===== config.mk =====
export PLATFORM = sky130hd
export DESIGN_NAME = vga_capture
export DESIGN_NICKNAME = d
export VERILOG_FILES = /design/src/rtl/vga_capture.sv
export SDC_FILE = /design/constraint.sdc
export NUM_CORES = 1
export LEC_CHECK = 0
export CAP_MARGIN = 10
export CORE_MARGIN = 2
export CORE_UTILIZATION = 53
export CTS_CLUSTER_DIAMETER = 40
export CTS_CLUSTER_SIZE = 16
export DETAILED_ROUTE_END_ITERATION = 10
export GPL_ROUTABILITY_DRIVEN = 0
export PLACE_DENSITY = 0.89
export RECOVER_POWER = 100
export SLEW_MARGIN = 40
export SYNTH_ARGS = -nofsm -noshare
export SYNTH_HDL_FRONTEND = slang
export SYNTH_SLANG_ARGS = --single-unit

===== constraint.sdc =====
create_clock -name clk -period 3.9 [get_ports clk]
set_clock_uncertainty 0.05 [all_clocks]
set_input_delay 0.78 -clock clk [delete_from_list [all_inputs] [get_ports clk]]
set_output_delay 0.78 -clock clk [all_outputs]
set_load 0.02 [all_outputs]

===== src/rtl/vga_capture.sv =====
// VGA stream sink: recovers pixel coordinates from h/v sync and video_enable,
// emits line/frame strobes, checks active geometry and tracks frame lock.
module vga_capture #(
    parameter int unsigned H_ACTIVE        = 640,
    parameter int unsigned V_ACTIVE        = 480,
    parameter bit          SYNC_ACTIVE_LOW = 1'b1
) (
    input  logic        clk,
    input  logic        rst,
    input  logic        h_sync,
    input  logic        v_sync,
    input  logic [2:0]  red,
    input  logic [2:0]  green,
    input  logic [1:0]  blue,
    input  logic        video_enable,
    input  logic        err_clear,
    output logic        pixel_valid,
    output logic [7:0]  pixel_data,
    output logic [9:0]  pixel_x,
    output logic [9:0]  pixel_y,
    output logic        frame_start,
    output logic        line_end,
    output logic        frame_done,
    output logic        locked,
    output logic        line_len_err,
    output logic        line_count_err,
    output logic [15:0] frame_count
);
    localparam int unsigned CW   = 10;
    localparam logic [CW-1:0] CMAX = '1;

    typedef enum logic [1:0] {SEEK, CAPTURE, VBLANK} state_t;

    logic          r_hs, r_vs, r_de, r_vs_d, r_de_d;
    logic [7:0]    r_rgb;
    state_t        r_state, w_state_nxt;
    logic [CW-1:0] r_x, r_y, w_x_nxt, w_y_nxt, w_y_chk, w_x_inc, w_y_inc;
    logic          r_bad, w_bad_nxt;
    logic          w_hs_act, w_vs_act, w_vs_act_d, w_vs_rise, w_vs_fall, w_de_fall;
    logic          w_valid, w_start, w_line_end, w_done, w_locked, w_len_err, w_cnt_err;
    logic [15:0]   w_fc;

    // Input registers plus a second copy for edge detection; sync idles inactive
    always_ff @(posedge clk or posedge rst) begin
        if (rst) begin
            r_hs   <= SYNC_ACTIVE_LOW;
            r_vs   <= SYNC_ACTIVE_LOW;
            r_vs_d <= SYNC_ACTIVE_LOW;
            r_de   <= 1'b0;
            r_de_d <= 1'b0;
            r_rgb  <= 8'h00;
        end else begin
            r_hs   <= h_sync;
            r_vs   <= v_sync;
            r_vs_d <= r_vs;
            r_de   <= video_enable;
            r_de_d <= r_de;
            r_rgb  <= {red, green, blue};
        end
    end

    // *_act is 1 while the corresponding sync pulse is asserted
    assign w_hs_act   = r_hs ^ SYNC_ACTIVE_LOW;
    assign w_vs_act   = r_vs ^ SYNC_ACTIVE_LOW;
    assign w_vs_act_d = r_vs_d ^ SYNC_ACTIVE_LOW;
    assign w_vs_rise  = w_vs_act & ~w_vs_act_d;
    assign w_vs_fall  = ~w_vs_act & w_vs_act_d;
    assign w_de_fall  = ~r_de & r_de_d;
    assign w_x_inc    = (r_x == CMAX) ? r_x : r_x + CW'(1);
    assign w_y_inc    = (r_y == CMAX) ? r_y : r_y + CW'(1);

    always_comb begin
        w_state_nxt = r_state;
        w_x_nxt     = r_x;
        w_y_nxt     = r_y;
        w_y_chk     = r_y;
        w_bad_nxt   = r_bad;
        w_valid     = 1'b0;
        w_start     = 1'b0;
        w_line_end  = 1'b0;
        w_done      = 1'b0;
        w_locked    = locked;
        w_len_err   = line_len_err & ~err_clear;
        w_cnt_err   = line_count_err & ~err_clear;
        w_fc        = frame_count;
        case (r_state)
            CAPTURE: begin
                if (r_de) begin
                    w_valid = 1'b1;
                    w_start = (r_x == '0) && (r_y == '0);
                    w_x_nxt = w_x_inc;
                    if (w_hs_act) w_bad_nxt = 1'b1;
                end
                if (w_de_fall) begin
                    w_line_end = 1'b1;
                    if (r_x != CW'(H_ACTIVE)) begin
                        w_len_err = 1'b1;
                        w_bad_nxt = 1'b1;
                    end
                    w_x_nxt = '0;
                    w_y_nxt = w_y_inc;
                    w_y_chk = w_y_inc;
                end
                // The line-count check sees a line that ends in the same cycle
                if (w_vs_rise) begin
                    w_done = 1'b1;
                    if (w_y_chk != CW'(V_ACTIVE)) begin
                        w_cnt_err = 1'b1;
                        w_bad_nxt = 1'b1;
                    end
                    w_locked    = ~w_bad_nxt;
                    w_fc        = frame_count + 16'd1;
                    w_bad_nxt   = 1'b0;
                    w_state_nxt = VBLANK;
                end
            end
            default: begin
                if (w_vs_fall) begin
                    w_x_nxt     = '0;
                    w_y_nxt     = '0;
                    w_state_nxt = CAPTURE;
                end
            end
        endcase
    end

    always_ff @(posedge clk or posedge rst) begin
        if (rst) begin
            r_state        <= SEEK;
            r_x            <= '0;
            r_y            <= '0;
            r_bad          <= 1'b0;
            pixel_valid    <= 1'b0;
            pixel_data     <= 8'h00;
            pixel_x        <= '0;
            pixel_y        <= '0;
            frame_start    <= 1'b0;
            line_end       <= 1'b0;
            frame_done     <= 1'b0;
            locked         <= 1'b0;
            line_len_err   <= 1'b0;
            line_count_err <= 1'b0;
            frame_count    <= 16'h0000;
        end else begin
            r_state        <= w_state_nxt;
            r_x            <= w_x_nxt;
            r_y            <= w_y_nxt;
            r_bad          <= w_bad_nxt;
            pixel_valid    <= w_valid;
            frame_start    <= w_start;
            line_end       <= w_line_end;
            frame_done     <= w_done;
            locked         <= w_locked;
            line_len_err   <= w_len_err;
            line_count_err <= w_cnt_err;
            frame_count    <= w_fc;
            if (w_valid) begin
                pixel_data <= r_rgb;
                pixel_x    <= r_x;
                pixel_y    <= r_y;
            end
        end
    end
endmodule


# Yosys cells after proc, flatten, opt, wreduce, memory -nomap -nowiden

Cells that the tools add are included.

Bits in registers: 87
Bits of input ports: 14
Output and inout port bits: 51
Logic and storage cells: 83

Reduce and logical (&&, ||, !) cells: 7
Add/sub/neg operators: 3
Muxes and demuxes: 34
Eq/ne operators: 8
Bitwise operators: 10

Operator list:

| kind                                                                   | number |
|---|---|
| 10-bit two-way mux                                                     | 9 |
| 1-bit two-way mux                                                      | 22 |
| 10-bit by 1-bit adder with 10-bit output (second input constant)       | 2 |
| 10-bit equality test (second input constant)                           | 2 |
| 10-bit zero test                                                       | 2 |
| 16-bit by 1-bit adder with 16-bit output (second input constant)       | 1 |
| 10-bit != test (second input constant)                                 | 1 |
| 10-bit by 9-bit != test with 1-bit output (second input constant)      | 1 |
| 2-bit two-way mux                                                      | 3 |
| 3-bit != test (second input constant)                                  | 2 |
| 1-bit bitwise AND                                                      | 5 |
| 1-bit inverter                                                         | 5 |
| 2-bit AND reduction                                                    | 2 |
| 3-bit AND reduction                                                    | 1 |
| 2-bit by 1-bit equality test with 1-bit output (second input constant) | 1 |
| 2-bit != test (second input constant)                                  | 1 |
| 2-bit nonzero test                                                     | 1 |
| 1-bit logical AND                                                      | 1 |

# Longest topological paths before layout

Gate-level depths: netlist of the first run.

Depth after elaboration: 9
Gate-level depth with buffers: 9
Mapped depth without buffers: 8

# Worst setup path after synthesis of the first run

Ideal clock, no wire load.

Kind: reg-to-reg
Start point: register r_de
End point: register line_count_err
Buffers on the path: 1
Data arrival time: 1918 ps
Setup time: 121 ps
Clock period less this slack: 2089 ps
Data required time: 3729 ps
Cell stages (with the launch flop): 8
Slack: 1811 ps
Path through: dfrtp_1 nand2b_1 buf_6 nor4_1 mux2_2 nor3_2 nand4_1 a22o_1

Cells in the longest elaborated chain, start to end: 8

RTL lines:

| item                                      | RTL line | text |
|---|---|---|
| start: declaration                        | 34       | `logic r_hs, r_vs, r_de, r_vs_d, r_de_d;` |
| start signal: assignment                  | 56       | `r_de <= video_enable;` |
| 1-bit inverter                            | 68       | `assign w_de_fall = ~r_de & r_de_d;` |
| 1-bit bitwise AND                         | 68       |  |
| 10-bit two-way mux                        | --       |  |
| 10-bit two-way mux                        | 86       | `case (r_state)` |
| 10-bit by 9-bit != test with 1-bit output | 107      | `if (w_y_chk != CW'(V_ACTIVE)) begin` |
| 1-bit two-way mux                         | 107      |  |
| 1-bit two-way mux                         | 105      | `if (w_vs_rise) begin` |
| 1-bit two-way mux                         | 86       |  |
| named net w_cnt_err                       | 40       | `logic w_valid, w_start, w_line_end, w_done, w_locked, w_len_err, w_cnt_err;` |
| end signal: assignment                    | 155      | `line_count_err <= w_cnt_err;` |
| end: declaration                          | 26       | `output logic line_count_err,` |

The timed path passes the listed nets, and every way through them passes these cells. The select of a mux whose other input is x is not followed.
A chain may end at the register's enable or synchronous reset.

==> key figures, run 1 <==
Setup path
  • Buf+Inv Stages, Crit Path: 3
  • Crit path max-delay cell type: clkinvlp_2
  • CP Capture Type: asynchronous set/reset pin
  • Reg-to-reg endpoint: pixel_y[3]
  • CP required: 4270 ps
  • Crit-path max cell delay: 900 ps
  • Largest delay share family, worst path: buffers and inverters
  • Critical Path Fanout Max: 35
  • Worst path cell trace: dlygate4sd3_1 -> clkinvlp_2 -> clkbuf_2
  • WP data arrival: 2970 ps
  • Path depth of the worst reg2reg path: 4
  • Worst reg2reg startpoint: r_state[1]
  • FF-to-FF setup slack: 1330 ps
  • Setup crit start kind: input pin
  • Critical Setup Path Class: input pin to asynchronous set/reset pin

Synthesis
  • Syn Inst Count: 340
  • Post-Synth XOR/XNOR Area: 0.0548
  • Seq/Total Area, Yosys: 0.569
  • Synth Area in Simple Gates: 0.168
  • Async S/R FF share, synth: 1.00
  • Top cells by area, synth: dfrtp_1 55%, mux2_2 6.8%, nand2_1 3.9%, xnor2_1 2.7%, xor2_1 2.7%
  • Synth Register Bits: 87
  • Post-synthesis adder-cell area fraction: 0.0163
  • Distinct cells, synth: 52
  • Top-area cell type share of the netlist area: 0.548
  • Compound-gate portion of the synthesized area: 0.0803
  • Synth Warn #: 0
  • Mux contribution to synthesized area: 0.0741
  • Post-synth top cells: 84 x dfrtp_1, 40 x nand2_1, 24 x nor2_1
  • Largest family of logic cells by synthesized area: simple AND/OR/NAND/NOR gates
  • Post-synth top area cell: dfrtp_1
  • Most numerous cell in the Yosys netlist: dfrtp_1
  • Most used flip-flop cell after synthesis: dfrtp_1
  • Post-synth net total: 359
  • Post-synth EDFFs: 0
  • Syn_area_per_cell: 11.3 um^2
  • Synth Cell Area: 3830 um^2

Power and ir drop
  • Internal: 1.45 mW
  • Max IR drop VDD: 0.000376 V
  • Sw frac: 0.321
  • Clk pwr share: 0.268
  • Switch Pwr: 0.684 mW
  • Sequential Power Share: 0.509
  • Power density over the cells: 457 nW/um^2
  • Pwr Total: 2.13 mW
  • Leakage power: 2.22 nW
  • Combinational share of power: 0.223

CTS
  • Post-CTS setup buffer count: 0
  • CTS resizes: 0
  • Skew-Pair Late Insertion Delay: 360 ps
  • CTS Buffer Depth: 2
  • Root buf cell: clkbuf_8
  • CTS tree: yes
  • Num CTS Buffers: 9
  • Clk slew on worst S/H paths: 90 ps
  • Hold buffers post-CTS: 0
  • Htree depth: 3
  • # clock sinks: 87

Global routing
  • Pin count of the biggest net entering global routing: 36
  • Initial antenna violation count: 0
  • First-pass GRT wire length: 13400 um
  • Grt ovf: 0
  • GR Util All Layers: 0.224
  • Vias in the first global route: 2744

Final layout
  • Nets: 424
  • Share of layout cells above drive strength 1: 0.115
  • N_diodes: 0
  • Final-layout fill cell count: 554
  • Layout Cells excl Fill: 509
  • Synth-to-layout area growth: 21.4%

Place
  • Input/output buffers: 64
  • DP HPWL: 5590 um
  • DP Cell Count: 493
  • Setup WS pre-CTS: 1440 ps

Status
  • Failing checks: capacitance limit, slew limit
  • Status: finished, violations left

Timing
  • RSZ-0062 raised after global routing: no
  • Setup TNS: 0 ps
  • Slew @ Worst Pin: 1530 ps
  • Hold slack final: 366 ps
  • Crit share post-route: 0.667
  • Hold Violations, Final: 0
  • Max Clk Rate: 384 MHz
  • Slew Limit Headroom: -0.0266
  • Setup ws final: 1300 ps
  • Max Slew Vio Count: 36
  • Final min period: 2600 ps
  • Final setup violation count: 0

Floorplan
  • DIE AREA: 7930 um^2
  • Die width: 89.1 um
  • Die height: 89.1 um
  • Total core area: 7140 um^2
  • Initial Util: 0.537
  • IO Pins: 65
  • FP Rows: 31

Worst hold path
  • Min-Delay Endpoint: r_vs_d
  • Hold Crit Depth: 0
  • Min-delay src: r_vs
  • Hold Crit Class: flip-flop to flip-flop

Detailed routing
  • Wirelength per Cell: 16.1 um
  • Vias per cell: 5.62
  • Drt drc: 0
  • WL final: 8200 um
  • Vias: 2860
  • Iter 0 DRT Violations: 312
  • ANT nets after route: 0
  • DRT Pass-1 Iters: 7

Run
  • Max Cap Viol: 1
==> cell families (layout without fill, tap and decap cells) <==
family | after synthesis | in the layout
AND/OR/NAND/NOR | 125 | 125
flip-flops | 87 | 87
AO/OA/AOI/OAI | 46 | 46
buffers and inverters | 28 | 98
multiplexers | 25 | 25
XOR/XNOR | 24 | 24
adder cells (fa/ha/maj) | 5 | 5
==> final cells by class <==
type                    instances  area (um^2)  area share
inverters                      14         55.1      0.0118
multi-input cells             225         1450       0.312
repair buffers                 68          664       0.143
well taps                      99          124      0.0266
clock buffers                   9          124      0.0266
clock inverters                 7         55.1      0.0118
flip-flops and latches         87         2180       0.468
==> state kept, by name, indices dropped and copies added (netlist names), 2 cells and up <==
register	count
r_y	10
pixel_data	8
pixel_y	10
frame_count	16
r_rgb	8
r_state	2
r_x	10
pixel_x	10
==> worst max path at each step <==
stage	slack, ps	startpoint	cells past startpoint	to
5_1_grt	960	rst	3	pixel_x[2]
6_report	1300	rst	3	pixel_x[2]
4_1_cts	1430	r_de	6	locked
3_3_place_gp	1660	r_de	6	line_count_err
2_1_floorplan	820	rst	1	frame_count[0]
3_5_place_dp	1440	r_de	6	locked
==> routing by layer <==
metal / global-route usage / share of wire
met1: 0.303 / 0.42
met2: 0.358 / 0.50
met3: 0.0388 / 0.057
met4: 0.0991 / 0.027
met5: 0 / 0
==> layout by cell type, fill, tap and decap left out, types with 3 or more instances in the layout <==
| cell type | count |
|---|---|
| mux2_2 | 22 |
| ha_1 | 5 |
| xor2_1 | 12 |
| nor2_1 | 24 |
| a31oi_1 | 5 |
| inv_1 | 12 |
| nand2_1 | 40 |
| nand4_1 | 10 |
| a21oi_1 | 6 |
| o21ai_0 | 20 |
| dlygate4sd3_1 | 63 |
| xnor2_1 | 12 |
| nand3_1 | 12 |
| clkbuf_8 | 9 |
| nor3_1 | 9 |
| and3_1 | 9 |
| dfrtp_1 | 84 |
| nand2b_1 | 5 |
| nor4_1 | 4 |
| o31ai_1 | 3 |
==> metrics by stage <==
stage,instance area [um^2],util
2_1_floorplan,3830,-
3_3_place_gp,4540,0.636
3_5_place_dp,4540,0.636
4_1_cts,4720,0.661
5_1_grt,4660,0.652
6_report,4660,0.652
==> power groups by stage <==
| stage | logic [mW] | clock network [mW] | registers (mW) |
|---|---|---|---|
| floorplan | 0.204 | 0 | 1.19 |
| global placement | 0.495 | 0 | 1.11 |
| detailed placement | 0.509 | 0 | 1.11 |
| CTS | 0.515 | 0.583 | 1.10 |
| global route | 0.519 | 0.624 | 1.10 |
| finish | 0.475 | 0.571 | 1.08 |
No activity file was read; power rests on OpenSTA's default activity.
==> run 2, diff against run 1 <==
--- a/config.mk
+++ b/config.mk
@@ -7,12 +7,12 @@
 export LEC_CHECK = 0
 export CAP_MARGIN = 10
 export CORE_MARGIN = 2
-export CORE_UTILIZATION = 53
+export CORE_UTILIZATION = 48
 export CTS_CLUSTER_DIAMETER = 40
 export CTS_CLUSTER_SIZE = 16
 export DETAILED_ROUTE_END_ITERATION = 10
 export GPL_ROUTABILITY_DRIVEN = 0
-export PLACE_DENSITY = 0.89
+export PLACE_DENSITY = 0.85
 export RECOVER_POWER = 100
 export SLEW_MARGIN = 40
 export SYNTH_ARGS = -nofsm -noshare
==> constraint.sdc (replaced) <==
create_clock -name clk -period 2.1 [get_ports clk]
set_clock_uncertainty 0.05 [all_clocks]
set_input_delay 0.42 -clock clk [delete_from_list [all_inputs] [get_ports clk]]
set_output_delay 0.42 -clock clk [all_outputs]
set_load 0.02 [all_outputs]
==> key figures, run 2 (synthesis gave the netlist of run 1 again) <==
Floorplan
  • DIE AREA: 8720 um^2
  • Die height: 93.4 um
  • Initial Util: 0.496
  • FP Rows: 32
  • Die width: 93.4 um
  • Total core area: 7730 um^2
  • IO Pins: 65

Setup path
  • Crit path max-delay cell type: dfrtp_2
  • Crit-path max cell delay: 450 ps
  • Critical Setup Path Class: flip-flop to flip-flop
  • CP Capture Type: flip-flop
  • Critical Path Fanout Max: 8
  • Worst path cell trace: nand3_1 -> nor4_4 -> mux2_2 -> nor3_4 -> nand4_1 -> o31ai_1
  • Path depth of the worst reg2reg path: 6
  • WP data arrival: 2340 ps
  • Setup crit start kind: flip-flop
  • Largest delay share family, worst path: simple AND/OR/NAND/NOR gates
  • Cell count along the critical path: 6
  • Buf+Inv Stages, Crit Path: 0
  • CP required: 2320 ps

Global routing
  • Vias in the first global route: 2921
  • First-pass GRT wire length: 13800 um
  • Initial antenna violation count: 0
  • GR Util All Layers: 0.204
  • Grt ovf: 0
  • Pin count of the biggest net entering global routing: 88

CTS
  • Hold buffers post-CTS: 0
  • Num CTS Buffers: 9
  • CTS tree: yes
  • CTS Buffer Depth: 2
  • Skew-Pair Late Insertion Delay: 370 ps
  • Root buf cell: clkbuf_8
  • # clock sinks: 87
  • Clk slew on worst S/H paths: 90 ps
  • Htree depth: 3

Detailed routing
  • Vias: 2860
  • Wirelength per Cell: 16.2 um
  • Iter 0 DRT Violations: 195
  • DRT Pass-1 Iters: 5
  • Vias per cell: 5.43
  • ANT nets after route: 0
  • WL final: 8560 um
  • Drt drc: 0

Power and ir drop
  • Max IR drop VDD: 0.000575 V
  • Pwr Total: 4.12 mW
  • Leakage power: 2.18 nW
  • Power density over the cells: 844 nW/um^2

Timing
  • Final setup violation count: 1
  • Hold Violations, Final: 0
  • Slew @ Worst Pin: 1140 ps
  • RSZ-0062 raised after global routing: yes
  • Slew Limit Headroom: 0.239
  • Hold slack final: 360 ps
  • Setup TNS: -20.8 ps
  • Max Clk Rate: 472 MHz
  • Final min period: 2120 ps
  • Setup ws final: -20.8 ps
  • Crit share post-route: 1.01
  • Max Slew Vio Count: 0

Status
  • Status: finished, violations left
  • Failing checks: setup timing

Final layout
  • Nets: 439
  • Layout Cells excl Fill: 527
  • Final core utilization: 0.631
  • Commonest non-fill, non-tap cell in the layout: dfrtp_1
  • Reg with most FFs: frame_count
  • Max reg flops: 16
  • N_diodes: 0
  • Share of layout cells above drive strength 1: 0.174
  • Most frequent cells in the layout: 81 x dfrtp_1, 52 x clkdlybuf4s50_1, 40 x nand2_1
  • Synth-to-layout area growth: 27.2%

Place
  • DP Cell Count: 508
  • DP HPWL: 5690 um
  • Input/output buffers: 64

Worst hold path
  • Hold Crit Depth: 0
  • Hold Crit Class: flip-flop to flip-flop

Run
  • Max Cap Viol: 0
==> run 2: worst register-to-register path, cell delays in order, from the launching register on <==
cell and delay, ps:
dfrtp_2 450, nand3_1 210, nor4_4 330, mux2_2 400, nor3_4 160, nand4_1 140
o31ai_1 270
==> run 2: final timing paths <==
| path | from | to | slack (ps) |
|---|---|---|---|
| min in group asynchronous | rst | frame_count[5] | 870 |
| hold reg to reg | r_vs | r_vs_d | 360 |
| hold / removal | r_vs | r_vs_d | 360 |
| max in group asynchronous | rst | r_y[4] | 310 |
| setup reg to reg | r_y[3] | locked | -20 |
| setup / recovery | r_y[3] | locked | -20 |
==> run 2: final cells by class <==
| class | count | area, um^2 |
|---|---|---|
| tap | 102 | 128 |
| sequential | 87 | 2180 |
| timing repair buffer | 83 | 777 |
| fill | 602 | 2850 |
| inverter | 14 | 61.3 |
| clock buffer | 10 | 128 |
| clock inverter | 6 | 51.3 |
| multi-input combinational | 225 | 1550 |
==> run 2: what timing repair did <==
action                     CTS  global route
pin swaps                    0             8
resized for setup            1            10
gates cloned                 0             0
setup endpoints to repair    2             3
buffers inserted             0             3
==> run 2: through the flow <==
step | setup WS [ps] | instance area [um^2]
final | -20.8 | 4880
after global routing | -133 | 4880
after CTS | 48.3 | 4850
after detailed placement | 6.39 | 4660
after global placement | 130 | 4660
after floorplan | 10.6 | 3840
==> run 2: power by group <==
group          leakage (nW)  switching [mW]  internal (mW)
clock network        0.0883           0.649          0.449
logic                 0.956           0.528          0.464
registers              1.14           0.161           1.86
total                  2.18            1.34           2.78
==> run 2: layer usage <==
layer / GRT usage / part of all wire / vias to the layer above
met5: 0 / 0 / -
met4: 0.0931 / 0.031 / 0
met3: 0.0467 / 0.059 / 27
met2: 0.324 / 0.50 / 121
met1: 0.268 / 0.41 / 1378
li1: - / - / 1334
==> run 3, diff against run 2 <==
--- a/config.mk
+++ b/config.mk
@@ -6,7 +6,7 @@
 export NUM_CORES = 1
 export LEC_CHECK = 0
 export CAP_MARGIN = 10
-export CORE_MARGIN = 2
+export CORE_MARGIN = 8
 export CORE_UTILIZATION = 48
 export CTS_CLUSTER_DIAMETER = 40
 export CTS_CLUSTER_SIZE = 16
==> key figures, run 3 (synthesis gave the netlist of run 1 again) <==
Status
  • Status: complete, no violations

Final layout
  • Commonest non-fill, non-tap cell in the layout: dfrtp_1
  • Reg with most FFs: frame_count
  • Most frequent cells in the layout: 78 x dfrtp_1, 52 x clkdlybuf4s50_1, 40 x nand2_1
  • Synth-to-layout area growth: 29.3%
  • Share of layout cells above drive strength 1: 0.199
  • N_diodes: 0
  • Nets: 442
  • Max reg flops: 16
  • Final Cell Area: 4960 um^2

Detailed routing
  • Vias per cell: 5.60
  • Wirelength per Cell: 16.3 um
  • WL final: 8620 um
  • Vias: 2967
  • Iter 0 DRT Violations: 202
  • Drt drc: 0
  • ANT nets after route: 0
  • DRT Pass-1 Iters: 7

Floorplan
  • Die height: 105 um
  • Die width: 105 um
  • Initial Util: 0.496
  • IO Pins: 65
  • FP Rows: 32
  • DIE AREA: 11100 um^2
  • Total core area: 7730 um^2

CTS
  • Root buf cell: clkbuf_8
  • CTS tree: yes
  • Htree depth: 3
  • Clk slew on worst S/H paths: 90 ps
  • Num CTS Buffers: 9
  • Skew-Pair Late Insertion Delay: 350 ps
  • CTS Buffer Depth: 2
  • # clock sinks: 87

Setup path
  • Path depth of the worst reg2reg path: 8
  • CP Capture Type: flip-flop
  • CP required: 2320 ps
  • Worst path cell trace: ha_2 -> buf_6 -> nand4b_1 -> nand2_1 -> mux2_4 -> nor3_2 -> nand4_1 -> o31ai_2
  • Setup crit start kind: flip-flop
  • Crit-path max cell delay: 440 ps
  • WP data arrival: 2280 ps
  • Crit path max-delay cell type: dfrtp_2
  • Critical Setup Path Class: flip-flop to flip-flop
  • Critical Path Fanout Max: 6

Run
  • Max Cap Viol: 0

Timing
  • Hold slack final: 361 ps
  • Final min period: 2060 ps
  • Setup ws final: 41.0 ps
  • Slew Limit Headroom: 0.269
  • Max Clk Rate: 486 MHz
  • Hold Violations, Final: 0
  • Slew @ Worst Pin: 1090 ps
  • Final setup violation count: 0
  • Crit share post-route: 0.980
  • Max Slew Vio Count: 0
  • Setup TNS: 0 ps
  • RSZ-0062 raised after global routing: yes

Global routing
  • Initial antenna violation count: 0
  • Pin count of the biggest net entering global routing: 37
  • First-pass GRT wire length: 14300 um
  • Grt ovf: 0
  • GR Util All Layers: 0.157
  • Met3 usage: 0.0518
  • Met2 Resource Use GR: 0.248
  • Vias in the first global route: 2894
  • GRT met1 Usage: 0.198
  • GRT busiest layer: met2

Worst hold path
  • Hold Crit Depth: 0
  • Hold Crit Class: flip-flop to flip-flop

Power and ir drop
  • Leakage power: 2.22 nW
  • Power density over the cells: 852 nW/um^2
  • Pwr Total: 4.22 mW
  • Max IR drop VDD: 0.000628 V

Place
  • Placed inst area: 4700 um^2
  • Setup WS pre-CTS: -17.6 ps
  • Input/output buffers: 64
  • DP HPWL: 6000 um
run 3: changes by cell type in the layout (fill, tap and decap cells not counted), moves of 2 or more:
| cell | change |
|---|---|
| buf_12 | +2 |
| buf_4 | +2 |
| dfrtp_1 | -3 |
| nand3_1 | -2 |
| dfrtp_2 | +3 |
| inv_6 | -3 |
| nand3_2 | +2 |
run 3: metrics by stage:
step,instances,utilization
2_1_floorplan,340,-
3_3_place_gp,511,0.608
3_5_place_dp,511,0.608
4_1_cts,527,0.635
5_1_grt,530,0.641
6_report,530,0.641
run 3: worst max-delay path: cells and delay by family, from the launching register on:
kind                       cells  cell delay [ps]
AOI/OAI and AO/OA              1              250
adders and majority gates      1              190
buffers and inverters          1              120
DFF                            1              440
muxes                          1              270
and+or+nand+nor                4              650
run 3: repair_timing:
action                     CTS  global route
pin swaps                    0             8
gates resized for setup      1            15
hold buffers                 0             0
setup buffers                0             3
setup endpoints to repair    2             2
run 3: per-layer routing:
| layer | share of wire | up-vias | wire (um) |
|---|---|---|---|
| met5 | 0 | - | 0 |
| met4 | 0.028 | 0 | 243 |
| met3 | 0.073 | 41 | 628 |
| met2 | 0.49 | 139 | 4230 |
| met1 | 0.41 | 1442 | 3520 |
| li1 | - | 1345 | - |
run 3: worst paths after layout:
path | startpoint | endpoint | slack [ps]
worst max-delay path | r_y[0] | locked | 40
worst min-delay path | r_vs | r_vs_d | 360
worst max register to register | r_y[0] | locked | 40
worst min register to register | r_vs | r_vs_d | 360
max in group asynchronous | rst | frame_count[1] | 520
min in group asynchronous | rst | frame_count[6] | 670
run 3: final cells by class:
class | instances | area [um^2]
clock buffer | 9 | 124
clock inverter | 7 | 81.3
fill | 578 | 2770
inverter | 14 | 58.8
multi-input combinational | 225 | 1550
sequential | 87 | 2190
tap | 102 | 128
timing repair buffer | 86 | 825
run 3: power by group:
group          internal, mW  switching (mW)
Sequential             1.86           0.161
Combinational         0.470           0.527
Clock                 0.564           0.636
